## config.mk

```make
export PLATFORM = sky130hd
export DESIGN_NAME = xif_mac_coproc_flat
export DESIGN_NICKNAME = d
export VERILOG_FILES = /design/src/rtl/xif_mac_coproc_if.sv /design/src/rtl/xif_mac_coproc.sv /design/src/flat_wrapper.sv
export SDC_FILE = /design/constraint.sdc
export NUM_CORES = 1
export LEC_CHECK = 0
export ABC_AREA = 1
export BUFFER_PORTS_ARGS = -buffer_cell sky130_fd_sc_hd__clkbuf_2
export CORE_MARGIN = 4
export CORE_UTILIZATION = 53
export CTS_BUF_LIST = sky130_fd_sc_hd__clkbuf_16
export CTS_CLUSTER_SIZE = 12
export DETAILED_ROUTE_END_ITERATION = 10
export PLACE_DENSITY = 0.78
export SLEW_MARGIN = 20
export SYNTH_ARGS = -nofsm -noshare
export SYNTH_HDL_FRONTEND = slang
export SYNTH_SLANG_ARGS = --single-unit
export TNS_END_PERCENT = 1
```

## constraint.sdc

```tcl
create_clock -name clk_i -period 1.8 [get_ports clk_i]
set_clock_uncertainty 0.05 [all_clocks]
set_input_delay 0.09 -clock clk_i [delete_from_list [all_inputs] [get_ports clk_i]]
set_output_delay 0.09 -clock clk_i [all_outputs]
set_load 0.01 [all_outputs]
```

## src/rtl/xif_mac_coproc_if.sv

```systemverilog
// X-IF issue/commit/result channel bundle between the CPU (master) and the MAC coprocessor (slave).
interface xif_mac_coproc_if #(
  parameter int ID_WIDTH = 4
);
  logic                issue_valid;
  logic                issue_ready;
  logic [31:0]         issue_instr;
  logic [ID_WIDTH-1:0] issue_id;
  logic [31:0]         issue_rs0;
  logic [31:0]         issue_rs1;
  logic [1:0]          issue_rs_valid;
  logic                issue_accept;
  logic                issue_writeback;
  logic                commit_valid;
  logic [ID_WIDTH-1:0] commit_id;
  logic                commit_kill;
  logic                result_valid;
  logic                result_ready;
  logic [ID_WIDTH-1:0] result_id;
  logic [31:0]         result_data;
  logic [4:0]          result_rd;
  logic                result_we;
  logic                busy;

  modport master (
    output issue_valid, issue_instr, issue_id, issue_rs0, issue_rs1, issue_rs_valid,
           commit_valid, commit_id, commit_kill, result_ready,
    input  issue_ready, issue_accept, issue_writeback,
           result_valid, result_id, result_data, result_rd, result_we, busy
  );

  modport slave (
    input  issue_valid, issue_instr, issue_id, issue_rs0, issue_rs1, issue_rs_valid,
           commit_valid, commit_id, commit_kill, result_ready,
    output issue_ready, issue_accept, issue_writeback,
           result_valid, result_id, result_data, result_rd, result_we, busy
  );
endinterface

```

## src/rtl/xif_mac_coproc.sv

```systemverilog
// Single-slot X-IF coprocessor: MUL / MAC / CLRACC on custom-0, held until commit,
// with a 32-cycle shift-add multiplier and a valid/ready result port.
module xif_mac_coproc #(
  parameter int         ID_WIDTH = 4,
  parameter logic [6:0] OPCODE   = 7'b0001011
) (
  input  logic            clk_i,
  input  logic            rst_i,
  xif_mac_coproc_if.slave xif
);

  typedef enum logic [1:0] {IDLE, WAIT_COMMIT, EXEC, RESULT} state_t;

  localparam logic [2:0] F3_MUL    = 3'b000;
  localparam logic [2:0] F3_MAC    = 3'b001;
  localparam logic [2:0] F3_CLRACC = 3'b010;

  state_t state, state_next;

  logic [ID_WIDTH-1:0] id_q;
  logic [4:0]          rd_q;
  logic [2:0]          funct3_q;
  logic [31:0]         mcand_q;
  logic [31:0]         mplier_q;
  logic [31:0]         product_q;
  logic [31:0]         acc_q;
  logic [4:0]          count_q;

  logic [2:0]  dec_funct3;
  logic        supported;
  logic        issue_ready;
  logic        issue_fire;
  logic        commit_hit_idle;
  logic        commit_hit_wait;
  logic        exec_start;
  logic        result_valid;
  logic        result_fire;
  logic [31:0] acc_next;
  logic [31:0] result_value;

  assign dec_funct3 = xif.issue_instr[14:12];
  assign supported  = (xif.issue_instr[6:0] == OPCODE) &&
                      (xif.issue_instr[31:25] == 7'd0) &&
                      ((dec_funct3 == F3_MUL) || (dec_funct3 == F3_MAC) ||
                       (dec_funct3 == F3_CLRACC));

  // Every externally visible output is forced low while reset is asserted.
  assign issue_ready = !rst_i && (state == IDLE) && (xif.issue_rs_valid == 2'b11);
  assign issue_fire  = xif.issue_valid && issue_ready && supported;

  assign commit_hit_idle = issue_fire && xif.commit_valid && (xif.commit_id == xif.issue_id);
  assign commit_hit_wait = (state == WAIT_COMMIT) && xif.commit_valid && (xif.commit_id == id_q);

  assign result_valid = !rst_i && (state == RESULT);
  assign result_fire  = result_valid && xif.result_ready;
  assign acc_next     = acc_q + product_q;

  always_comb begin
    result_value = product_q;
    case (funct3_q)
      F3_MAC:    result_value = acc_next;
      F3_CLRACC: result_value = acc_q;
      default:   result_value = product_q;
    endcase
  end

  assign xif.issue_ready     = issue_ready;
  assign xif.issue_accept    = issue_fire;
  assign xif.issue_writeback = issue_fire;
  assign xif.result_valid    = result_valid;
  assign xif.result_we       = result_valid;
  assign xif.result_id       = result_valid ? id_q : '0;
  assign xif.result_rd       = result_valid ? rd_q : '0;
  assign xif.result_data     = result_valid ? result_value : '0;
  assign xif.busy            = !rst_i && (state != IDLE);

  always_ff @(posedge clk_i) begin
    if (rst_i) begin
      state <= IDLE;
    end else begin
      state <= state_next;
    end
  end

  // A commit seen together with the issue handshake is handled exactly as in WAIT_COMMIT.
  always_comb begin
    state_next = state;
    case (state)
      IDLE: begin
        if (issue_fire) begin
          if (commit_hit_idle) begin
            if (xif.commit_kill)              state_next = IDLE;
            else if (dec_funct3 == F3_CLRACC) state_next = RESULT;
            else                              state_next = EXEC;
          end else begin
            state_next = WAIT_COMMIT;
          end
        end
      end
      WAIT_COMMIT: begin
        if (commit_hit_wait) begin
          if (xif.commit_kill)            state_next = IDLE;
          else if (funct3_q == F3_CLRACC) state_next = RESULT;
          else                            state_next = EXEC;
        end
      end
      EXEC: begin
        if (count_q == 5'd31) state_next = RESULT;
      end
      RESULT: begin
        if (xif.result_ready) state_next = IDLE;
      end
      default: state_next = IDLE;
    endcase
  end

  assign exec_start = (state != EXEC) && (state_next == EXEC);

  // Multiplier consumes one bit of rs2 per cycle, LSB first; the product wraps at 32 bits.
  always_ff @(posedge clk_i) begin
    if (rst_i) begin
      id_q      <= '0;
      rd_q      <= '0;
      funct3_q  <= '0;
      mcand_q   <= '0;
      mplier_q  <= '0;
      product_q <= '0;
      acc_q     <= '0;
      count_q   <= '0;
    end else begin
      if (issue_fire) begin
        id_q     <= xif.issue_id;
        rd_q     <= xif.issue_instr[11:7];
        funct3_q <= dec_funct3;
        mcand_q  <= xif.issue_rs0;
        mplier_q <= xif.issue_rs1;
      end
      if (exec_start) begin
        count_q   <= '0;
        product_q <= '0;
      end else if (state == EXEC) begin
        if (mplier_q[0]) product_q <= product_q + mcand_q;
        mcand_q  <= mcand_q << 1;
        mplier_q <= mplier_q >> 1;
        count_q  <= count_q + 5'd1;
      end
      if (result_fire) begin
        if (funct3_q == F3_MAC)         acc_q <= acc_next;
        else if (funct3_q == F3_CLRACC) acc_q <= '0;
      end
    end
  end

endmodule

```

## src/flat_wrapper.sv

```systemverilog
// flat-port wrapper written by rule: the top's interface ports become plain ports
module xif_mac_coproc_flat 
#(
  parameter int         ID_WIDTH = 4,
  parameter logic [6:0] OPCODE   = 7'b0001011
)
  (clk_i, rst_i, xif_issue_valid, xif_issue_instr, xif_issue_id, xif_issue_rs0, xif_issue_rs1, xif_issue_rs_valid, xif_commit_valid, xif_commit_id, xif_commit_kill, xif_result_ready, xif_issue_ready, xif_issue_accept, xif_issue_writeback, xif_result_valid, xif_result_id, xif_result_data, xif_result_rd, xif_result_we, xif_busy);
  xif_mac_coproc_if #(.ID_WIDTH(ID_WIDTH)) xif_i ();
  input  logic clk_i;
  input  logic rst_i;
  input wire logic [$bits(xif_i.issue_valid)-1:0] xif_issue_valid;
  input wire logic [$bits(xif_i.issue_instr)-1:0] xif_issue_instr;
  input wire logic [$bits(xif_i.issue_id)-1:0] xif_issue_id;
  input wire logic [$bits(xif_i.issue_rs0)-1:0] xif_issue_rs0;
  input wire logic [$bits(xif_i.issue_rs1)-1:0] xif_issue_rs1;
  input wire logic [$bits(xif_i.issue_rs_valid)-1:0] xif_issue_rs_valid;
  input wire logic [$bits(xif_i.commit_valid)-1:0] xif_commit_valid;
  input wire logic [$bits(xif_i.commit_id)-1:0] xif_commit_id;
  input wire logic [$bits(xif_i.commit_kill)-1:0] xif_commit_kill;
  input wire logic [$bits(xif_i.result_ready)-1:0] xif_result_ready;
  output wire logic [$bits(xif_i.issue_ready)-1:0] xif_issue_ready;
  output wire logic [$bits(xif_i.issue_accept)-1:0] xif_issue_accept;
  output wire logic [$bits(xif_i.issue_writeback)-1:0] xif_issue_writeback;
  output wire logic [$bits(xif_i.result_valid)-1:0] xif_result_valid;
  output wire logic [$bits(xif_i.result_id)-1:0] xif_result_id;
  output wire logic [$bits(xif_i.result_data)-1:0] xif_result_data;
  output wire logic [$bits(xif_i.result_rd)-1:0] xif_result_rd;
  output wire logic [$bits(xif_i.result_we)-1:0] xif_result_we;
  output wire logic [$bits(xif_i.busy)-1:0] xif_busy;
  assign xif_i.issue_valid = xif_issue_valid;
  assign xif_i.issue_instr = xif_issue_instr;
  assign xif_i.issue_id = xif_issue_id;
  assign xif_i.issue_rs0 = xif_issue_rs0;
  assign xif_i.issue_rs1 = xif_issue_rs1;
  assign xif_i.issue_rs_valid = xif_issue_rs_valid;
  assign xif_i.commit_valid = xif_commit_valid;
  assign xif_i.commit_id = xif_commit_id;
  assign xif_i.commit_kill = xif_commit_kill;
  assign xif_i.result_ready = xif_result_ready;
  assign xif_issue_ready = xif_i.issue_ready;
  assign xif_issue_accept = xif_i.issue_accept;
  assign xif_issue_writeback = xif_i.issue_writeback;
  assign xif_result_valid = xif_i.result_valid;
  assign xif_result_id = xif_i.result_id;
  assign xif_result_data = xif_i.result_data;
  assign xif_result_rd = xif_i.result_rd;
  assign xif_result_we = xif_i.result_we;
  assign xif_busy = xif_i.busy;
  xif_mac_coproc #(.ID_WIDTH(ID_WIDTH), .OPCODE(OPCODE)) u_core (.clk_i(clk_i), .rst_i(rst_i), .xif(xif_i));
endmodule
```

== Yosys cells after proc, flatten, opt, wreduce, memory -nomap -nowiden ==
Cells that the tools add are included.
Operators by class
  add/subtract/negate cells: 3
  eq/ne operators: 14
  reductions and logical operators: 25
  muxes and demuxes: 22
Operators by type and width (number)
  2-to-1 mux 32 bit: 9
  adder 32 bit: 2
  one-hot mux 32 bit (2 select lines): 1
  logical AND 1 bit: 14
  2-to-1 mux 2 bit: 7
  equality test 2 bit (second input constant): 4
  equality test 4 bit: 2
  one-hot mux 2 bit (4 select lines): 1
  equality test 7 x 4 -> 1 bit (second input constant): 1
  zero test 7 bit: 1
  equality test 3 x 1 -> 1 bit (second input constant): 2
  equality test 3 x 2 -> 1 bit (second input constant): 2
  adder 5 x 1 -> 5 bit (second input constant): 1
  equality test 5 bit (second input constant): 1
  2-to-1 mux 5 bit: 1
  2-to-1 mux 4 bit: 1
  AND reduction 2 bit: 2
  nonzero test 2 bit: 2
  zero test 3 bit: 1
  equality test 2 x 1 -> 1 bit (second input constant): 1
  zero test 2 bit: 1
  logical OR 1 bit: 2
  2-to-1 mux 1 bit: 2
  != test 2 bit (second input constant): 1
  2 further kinds: 2
Storage, ports and cells
  flip-flop bits (word level): 147
  bits of input ports: 112
  word-level logic and storage cells: 73

== Logic depth before layout (Yosys ltp) ==
Gate-level depths: netlist (run 1).
  depth in word-level cells: 13
  gate-level depth with buffers: 15
  mapped depth without buffers: 15

== Worst setup path after synthesis (run 1) ==
No wires, ideal clock.
  path kind: flip-flop to output port
  start: reg u_core.product_q[0]
  end: out xif_result_data[28]
  path slack: -0.298 ns
  buffers on the path: 0
  data required time: 1.660 ns
  cell stages (with the launch flop): 13
  arrival: 1.958 ns
  cell sequence: dfxtp_1 -> ha_1 -> inv_1 -> fa_1 -> inv_1 -> nand3_1 -> nand3_1 -> nand2_1 -> nand3_1 -> nand3_1 -> nand3b_1 -> nand3_1 -> a21oi_1
Between the ends
  word-level cells in the longest chain between the ends: 3
Ends and longest elaborated chain
  from (decl): RTL line xif_mac_coproc.sv:25  | logic [31:0] product_q;
  from (signal assigned): RTL line xif_mac_coproc.sv:142  | if (mplier_q[0]) product_q <= product_q + mcand_q;
  adder 32 bit: RTL line xif_mac_coproc.sv:56  | assign acc_next = acc_q + product_q;
  one-hot mux 32 bit (2 select lines): RTL line xif_mac_coproc.sv:60  | case (funct3_q)
  2-to-1 mux 32 bit: RTL line xif_mac_coproc.sv:74  | assign xif.result_data = result_valid ? result_value : '0;
  to (decl): RTL line flat_wrapper.sv:26  | output wire logic [$bits(xif_i.result_data)-1:0] xif_result_data;
Every way passes these cells.

== Final worst setup path (run 1) ==
  start: reg u_core.acc_q[0]
  end: out xif_result_data[8]
Between the ends
  word-level cells in the longest chain between the ends: 3
Ends and longest elaborated chain
  from (decl): RTL line xif_mac_coproc.sv:26  | logic [31:0] acc_q;
  from (signal assigned): RTL line xif_mac_coproc.sv:148  | if (funct3_q == F3_MAC) acc_q <= acc_next;
  adder 32 bit: RTL line xif_mac_coproc.sv:56
  one-hot mux 32 bit (2 select lines): RTL line xif_mac_coproc.sv:60
  2-to-1 mux 32 bit: RTL line xif_mac_coproc.sv:74
Every way passes these cells.

==> results of run 1 <==
[state kept, by name, summed over array words and instances, names as in the netlist, named ones only]
name	cells
u_core.acc_q	32
u_core.count_q	5
u_core.funct3_q	3
u_core.id_q	4
u_core.mcand_q	32
u_core.mplier_q	31
u_core.product_q	32
u_core.rd_q	5
u_core.state	2
[worst max-delay path by stage]
stage,depth (start not counted),slack (ns),end,startpoint
floorplan,12,-0.04,xif_result_data[30],u_core.product_q[0]
global placement,13,-0.36,xif_result_data[12],u_core.product_q[0]
detailed placement,12,-0.41,xif_result_data[12],u_core.acc_q[8]
CTS,13,-0.72,xif_result_data[28],u_core.acc_q[0]
global route,14,-0.87,xif_result_data[8],u_core.acc_q[0]
finish,14,-0.81,xif_result_data[8],u_core.acc_q[0]
[critical path, delay by kind of cell, from the launching register on]
family          cells  cell delay, ns
compound gates      1            0.21
fa+ha+maj           2            0.53
buf+inv             4            0.38
flops               1            0.35
simple gates        7            0.55
[per-layer routing]
| metal | share of wire | track usage | vias to the layer above | routed length [microns] |
|---|---|---|---|---|
| met1 | 0.40 | 0.4437 | 6634 | 17230 |
| met5 | 0 | 0 | - | 0 |
| met4 | 0.038 | 0.1264 | 0 | 1616 |
| met3 | 0.094 | 0.06446 | 158 | 4041 |
| met2 | 0.47 | 0.5732 | 783 | 19890 |
| li1 | - | - | 7006 | - |
[layout make-up]
class	count	area [sq um]	share of cell area
Clock inverter	14	198.9	0.01201
Tap cell	270	337.8	0.02039
Clock buffer	17	425.4	0.02567
Sequential cell	147	3010	0.1817
Inverter	289	1092	0.06592
Multi-Input combinational cell	1435	7893	0.4763
Timing Repair Buffer	486	3613	0.2181
[through the flow]
step,area (sq um),utilization
floorplan,11270,-
global placement,14120,0.6890
detailed placement,14120,0.6890
CTS,16150,0.7880
global route,16570,0.8085
finish,16570,0.8085
[power by group through the flow]
stage / clock network [W] / registers, W / logic (W)
final: 0.00395 / 0.00324 / 0.000397
after global routing: 0.00409 / 0.00324 / 0.000424
after CTS: 0.00393 / 0.00325 / 0.000369
after detailed placement: 0 / 0.00333 / 0.000239
after global placement: 0 / 0.00333 / 0.000236
after floorplan: 0 / 0.00333 / 0.0000824
[timing repair]
item	CTS	global route
endpoints found under the setup margin	114	172
hold buffers	77	0
endpoints found under the hold margin	76	0
pin swaps	38	29
gates resized for setup	131	143
setup buffers	3	5
[logic make-up after synthesis]
group | synth area share
AND/OR/NAND/NOR | 0.3719
AO/OA/AOI/OAI | 0.1575
flip-flops | 0.2632
adder cells (fa/ha/maj) | 0.07521
buffers and inverters | 0.1204
XOR/XNOR | 0.01175
[cell usage in the layout (no fill, tap or decap), types with 11 or more instances in the layout]
cell type / synthesis / final
xor2_1: 11 / 11
inv_1: 284 / 277
nand3_2: 0 / 18
o21ai_0: 172 / 163
clkbuf_16: 0 / 17
buf_2: 8 / 20
ha_1: 64 / 29
a21oi_1: 108 / 73
nor2_1: 198 / 169
nand3b_1: 20 / 20
dfxtp_2: 0 / 36
inv_2: 5 / 11
a22o_1: 11 / 11
dlygate4sd3_1: 0 / 77
buf_4: 2 / 246
a21oi_2: 0 / 34
dfxtp_1: 147 / 105
ha_4: 0 / 29
clkbuf_2: 0 / 128
nand3_1: 105 / 84
o21ai_1: 13 / 19
nand2_1: 654 / 601
nand2_2: 1 / 50
nor2_2: 0 / 24
==> run summary, run 1 <==
Post-synth EDFFs -> 0
Setup slack, reg-to-reg -> -0.45 ns
Post-synth top cells -> nand2_1 (654), inv_1 (284), nor2_1 (198)
CTS tree -> yes
P_sw -> 0.001775 W
Final WL -> 42780 microns
First-pass GRT wire length -> 67480 microns
Crit-path cells -> ha_4, inv_2, fa_2, inv_2, nand3_2, nand3_4, nand2_2, nand2_4, buf_6, nand2_1, nand2_1, nor2_2, o21a_1, clkbuf_2
Total Power -> 0.007583 W
Mean Syn Cell Area -> 5.786 sq um
Vias in the first global route -> 14160
Die ar. -> 23480 sq um
Pre-CTS setup slack -> -0.4101 ns
Rows -> 52
CTS max path bufs -> 2
Setup crit start kind -> flip-flop
GPL Wtd Cong -> 0.9922
Failing checks -> negative setup slack
Sequential power share -> 0.427
CORE AREA -> 20490 sq um
Peak Freq -> 0.3826 GHz
Initial antenna violation count -> 0
Port Buffer Count -> 148
Post-DRT Antenna Nets -> 0
Slew margin rel. -> 0.5882
Critical path endpoint category -> primary output
Non-filler instance count after layout -> 2658
Final Cycle Share -> 1.452
Post-Syn Area -> 11180 sq um
Share of flip-flops with an asynchronous set or reset -> 0
Nets@finish -> 2554
Die Ht -> 153.2 microns
Hold Path Class -> in2reg
Fraction of layout cells with a size suffix above 1 -> 0.2919
Slew @ Worst Pin -> 0.6178 ns
WL/cell -> 16.09 microns
Reg-to-Reg End -> u_core.acc_q[28]
CP Class -> reg2out
PwrDens -> 457.6 nW/um^2
CP required -> 1.66 ns
Final HPWL DP -> 27720 microns
Largest net degree at the start of global routing -> 65
Register-to-Register Path Depth -> 15
Worst-Skew Late Latency -> 0.43 ns
Area Growth Syn to Fin -> 48.23%
Max-slew violations -> 0
Vias per cell -> 5.486
Data arrival, critical path -> 2.47 ns
CTS Buf Count -> 17
FF-to-FF Start -> u_core.acc_q[0]
Cell Count Post-Placement -> 2542
Yosys top cell by area -> dfxtp_1
Filler cells -> 1332
Setup Total Neg Slack -> -30.41 ns
Fin. Hold Viols -> 0
Post-route minimum period -> 2.614 ns
Max-Cap Viols -> 0
All-Layer GR Usage -> 0.3437
Diode count -> 0
Endpoint, Worst Hold -> u_core.acc_q[8]
Clk sinks -> 147
Synth Instances -> 1932
Worst path max stage delay -> 0.38 ns
Grt ovf -> 0
DRT iter0 DRCs -> 1408
Yosys reg bits -> 147
Yosys top cell area share -> 0.2632
CP max FO -> 4
H-tree depth -> 4
CTS root buf -> clkbuf_16
Via count -> 14580
Leak pwr -> 8.265 nW
Synth top area cells -> dfxtp_1 (26%), nand2_1 (22%), inv_1 (9.5%), o21ai_0 (7.7%), ha_1 (7.2%)
Internal cell power -> 0.005809 W
DRT Pass-1 Iters -> 8
Die Wd -> 153.2 microns
Peak VDD IR -> 0.0005630 V
WHS Path Cells -> 3
RSZ-0062 raised after global routing -> true
Synthesized Nets -> 2110
Ys flop type -> dfxtp_1
Final WS setup -> -0.8138 ns
Crit-path slowest cell -> fa_2
Clock power share -> 0.520
Sw Ratio -> 0.2340
# DRC -> 0
Register area share after synthesis -> 0.2632
Combinational share of power -> 0.052
Most frequent cell after synthesis -> nand2_1
Starting density of the core -> 0.5455
Hold_ws -> 0.04033 ns
YS warnings -> 0
# IOs -> 159
Reg clk slew, reported paths -> 0.06 ns
Synth cell types -> 36
Min-Delay Startpoint -> rst_i
Run status -> complete, but fails checks
Final Setup Violations -> 97
(Power assumes the default switching activity.)
==> run 2, diff against run 1 <==
TNS_END_PERCENT = unset   (was 1)
==> run 2 against run 1 <==
- area after synthesis unchanged
- the flow now stops in global routing (5_1_grt)
- synthesized cell count unchanged
==> run summary, run 2 <==
YS warnings -> 0 (unchanged)
Synth cell types -> 36 (unchanged)
Rows -> 52 (unchanged)
Yosys top cell area share -> 0.2632 (unchanged)
CTS root buf -> clkbuf_16
Error that ended the run -> [ERROR GRT-0232] Routing congestion too high. Check the congestion heatmap in the GUI.
Post-synth EDFFs -> 0 (unchanged)
CTS Buf Count -> 17 (unchanged)
Clk sinks -> 147 (unchanged)
All-Layer GR Usage -> 1.012
Synth top area cells -> dfxtp_1 (26%), nand2_1 (22%), inv_1 (9.5%), o21ai_0 (7.7%), ha_1 (7.2%)
Starting density of the core -> 0.5455 (unchanged)
H-tree depth -> 4 (unchanged)
Die Ht -> 153.2 microns (unchanged)
Synthesized Nets -> 2110 (unchanged)
Worst EP Category -> primary output
Pre-CTS setup slack -> -0.4073 ns (+0.002838 ns)
CTS max path bufs -> 2 (unchanged)
GPL Wtd Cong -> 1.027 (+3.5%)
Cell Count Post-Placement -> 2544 (+0.079%)
Grt ovf -> 2582
Yosys reg bits -> 147 (unchanged)
Stop stage -> global routing (5_1_grt)
Post-Syn Area -> 11180 sq um (unchanged)
Register area share after synthesis -> 0.2632 (unchanged)
Largest net degree at the start of global routing -> 65
Synth Instances -> 1932 (unchanged)
Die Wd -> 153.2 microns (unchanged)
# IOs -> 159 (unchanged)
Port Buffer Count -> 148 (unchanged)
Post-synth top cells -> nand2_1 (654), inv_1 (284), nor2_1 (198)
Share of flip-flops with an asynchronous set or reset -> 0 (unchanged)
Yosys top cell by area -> dfxtp_1
Grt repair worst endpoint -> xif_result_data[22]
Final HPWL DP -> 28500 microns (+2.8%)
Most frequent cell after synthesis -> nand2_1
Run status -> stopped before the end
Ys flop type -> dfxtp_1
Mean Syn Cell Area -> 5.786 sq um (unchanged)
==> run 2: stage by stage <==
step	util	cell area, sq um	hold slack [ns]
after floorplan	-	11310	0.1815
after global placement	0.6927	14200	0.2942
after detailed placement	0.6927	14200	0.2979
after CTS	0.8690	17810	0.08556
==> run 2: what timing repair did <==
item,in CTS
setup buffers,49
pin swaps,140
setup endpoints to repair,108
resized for setup,415
cloned,6
hold endpoints to repair,77
hold buffers,77
==> run 2: routing by layer <==
metal | overflow | track usage
met1 | 18 | 0.8712
met2 | 2081 | 1.402
met3 | 13 | 0.7320
met4 | 469 | 1.127
met5 | 1 | 0.3085
==> run 2: logic make-up after synthesis <==
group	after synthesis	synth area share
compound gates	333	0.1575
fa+ha+maj	66	0.07521
xor+xnor	15	0.01175
simple gates	1021	0.3719
buf+inv	350	0.1204
flops	147	0.2632
==> run 3, diff against run 2 <==
CORE_UTILIZATION = 40   (was 53)
CTS_BUF_LIST = unset   (was sky130_fd_sc_hd__clkbuf_16)
CTS_CLUSTER_SIZE = unset   (was 12)
PLACE_DENSITY = unset   (was 0.78)
PLACE_DENSITY_LB_ADDON = 0.15   (was unset)
clock period = 2.3 ns   (was 1.8 ns; I/O delays follow)
==> run 3 against run 2 <==
- the flow now finishes, with violations (negative setup slack)
==> run summary, run 3 (synthesized netlist as in run 1, its figures left out) <==
Run status -> complete, but fails checks
Failing checks -> negative setup slack
Critical path origin -> u_core.product_q[0]
Vias in the first global route -> 12430
CP max FO -> 4
Die Ht -> 175.2 microns (+14%)
Worst-Skew Late Latency -> 0.44 ns
Starting density of the core -> 0.4102 (-0.1352)
Rows -> 60 (+15%)
Commonest cells after routing, fill and taps aside -> nand2_1 (576), inv_1 (268), nor2_1 (174), o21ai_0 (168), clkbuf_2 (127)
GPL Wtd Cong -> 0.9062 (-12%)
Critical path endpoint category -> primary output
FF/Latch Area -> 3034 sq um
Post-DRT Antenna Nets -> 0
WL/cell -> 14.70 microns
Clk sinks -> 147 (unchanged)
Fraction of layout cells with a size suffix above 1 -> 0.2565
Vias per cell -> 5.004
Final Setup Violations -> 29
Area of the multi-input gates -> 8025 sq um
Max-Cap Viols -> 0
Pre-CTS setup slack -> -0.1647 ns (+0.2426 ns)
DRT iter0 DRCs -> 807
Nets@finish -> 2399
Via count -> 13040
Reg clk slew, reported paths -> 0.07 ns
Setup Total Neg Slack -> -5.347 ns
First-pass GRT wire length -> 61550 microns
Slew margin rel. -> 0.4312
Grt ovf -> 0
# DRC -> 0
Peak VDD IR -> 0.0004430 V
Register-to-Register Path Depth -> 15
Peak Freq -> 0.3907 GHz
CTS tree -> yes
Data arrival, critical path -> 2.39 ns
Total Power -> 0.005764 W
Biggest regs -> u_core.acc_q: 32 flops, u_core.mcand_q: 32 flops, u_core.product_q: 32 flops
Setup slack, reg-to-reg -> 0.11 ns
# IOs -> 159 (unchanged)
CP required -> 2.13 ns
Final Cycle Share -> 1.113
Final HPWL DP -> 27780 microns (-2.5%)
PwrDens -> 367.8 nW/um^2
All-Layer GR Usage -> 0.2427
Diode count -> 0
CTS root buf -> clkbuf_16
CP Class -> reg2out
H-tree depth -> 4 (unchanged)
Placed Instance Area -> 12820 sq um (-9.7%)
WHS Path Cells -> 3
Area Growth Syn to Fin -> 40.17%
CTS max path bufs -> 2 (unchanged)
RSZ-0062 raised after global routing -> true
Port Buffer Count -> 148 (unchanged)
CORE AREA -> 27250 sq um
Filler cells -> 2633
Min-Delay Startpoint -> rst_i
Slew @ Worst Pin -> 0.8519 ns
CTS Buf Count -> 17 (unchanged)
Post-route minimum period -> 2.559 ns
Final WL -> 38320 microns
DRT Pass-1 Iters -> 7
Commonest non-fill, non-tap cell in the layout -> nand2_1
Fin area -> 15670 sq um
Max-slew violations -> 0
Hold Path Class -> in2reg
Endpoint, Worst Hold -> u_core.state[1]
FF-to-FF Start -> u_core.product_q[0]
Largest net degree at the start of global routing -> 65
Setup crit start kind -> flip-flop
Reg-to-Reg End -> u_core.acc_q[10]
Initial antenna violation count -> 0
Final WS setup -> -0.2594 ns
Die Wd -> 175.2 microns (+14%)
Die ar. -> 30690 sq um
Fin. Hold Viols -> 0
Leak pwr -> 7.611 nW
[run 3: power breakdown]
group,internal (W),switching (W)
Clock,0.00157,0.00138
Combinational,0.000170,0.000116
Sequential,0.00253,0.00000000315
[run 3: timing repair]
| item | in CTS | in global routing |
|---|---|---|
| endpoints found under the hold margin | 76 | 0 |
| setup endpoints to repair | 32 | 116 |
| pin swaps | 47 | 58 |
| buffers inserted | 23 | 12 |
| hold buffers | 76 | 0 |
| resized for setup | 159 | 203 |
[run 3: area by class of cell]
cell class / instances / share of cell area
inverter: 289 / 0.06987
clock buffer: 17 / 0.02715
clock inverter: 15 / 0.01198
multi-input combinational: 1435 / 0.5121
tap: 372 / 0.02970
sequential: 147 / 0.1936
timing repair buffer: 331 / 0.1555
[run 3: how the worst max path moves through the flow]
stage,slack (ns),end,depth (start not counted)
2_1_floorplan,0.18,xif_result_data[28],12
3_3_place_gp,-0.13,xif_result_data[28],13
3_5_place_dp,-0.16,xif_result_data[28],13
4_1_cts,-0.25,xif_result_data[16],14
5_1_grt,-0.38,xif_result_data[30],13
6_report,-0.26,xif_result_data[8],14
[run 3: critical path: stages, from the launching register on]
cell	delay [ns]
dfxtp_2	0.35
ha_4	0.14
inv_2	0.03
fa_2	0.37
inv_4	0.09
nand3_2	0.08
nand3_4	0.11
nand2_2	0.08
nand2_4	0.09
buf_6	0.11
nand2_1	0.06
nand2_1	0.07
nor2_1	0.06
o21a_1	0.17
buf_2	0.14
[run 3: metrics by stage]
step           cells  hold slack (ns)    util
2_1_floorplan   1932           0.2129       -
3_3_place_gp    2471           0.3235  0.4703
3_5_place_dp    2471           0.3322  0.4703
4_1_cts         2597         0.002166  0.5513
5_1_grt         2606          0.01351  0.5750
6_report        2606         0.008776  0.5750
[run 3: per-layer routing]
layer | vias up | GRT usage | wire length (microns)
li1 | 6693 | - | -
met1 | 5938 | 0.3365 | 17830
met2 | 357 | 0.3991 | 17690
met3 | 53 | 0.03354 | 2063
met4 | 0 | 0.06056 | 740
met5 | - | 0 | 0
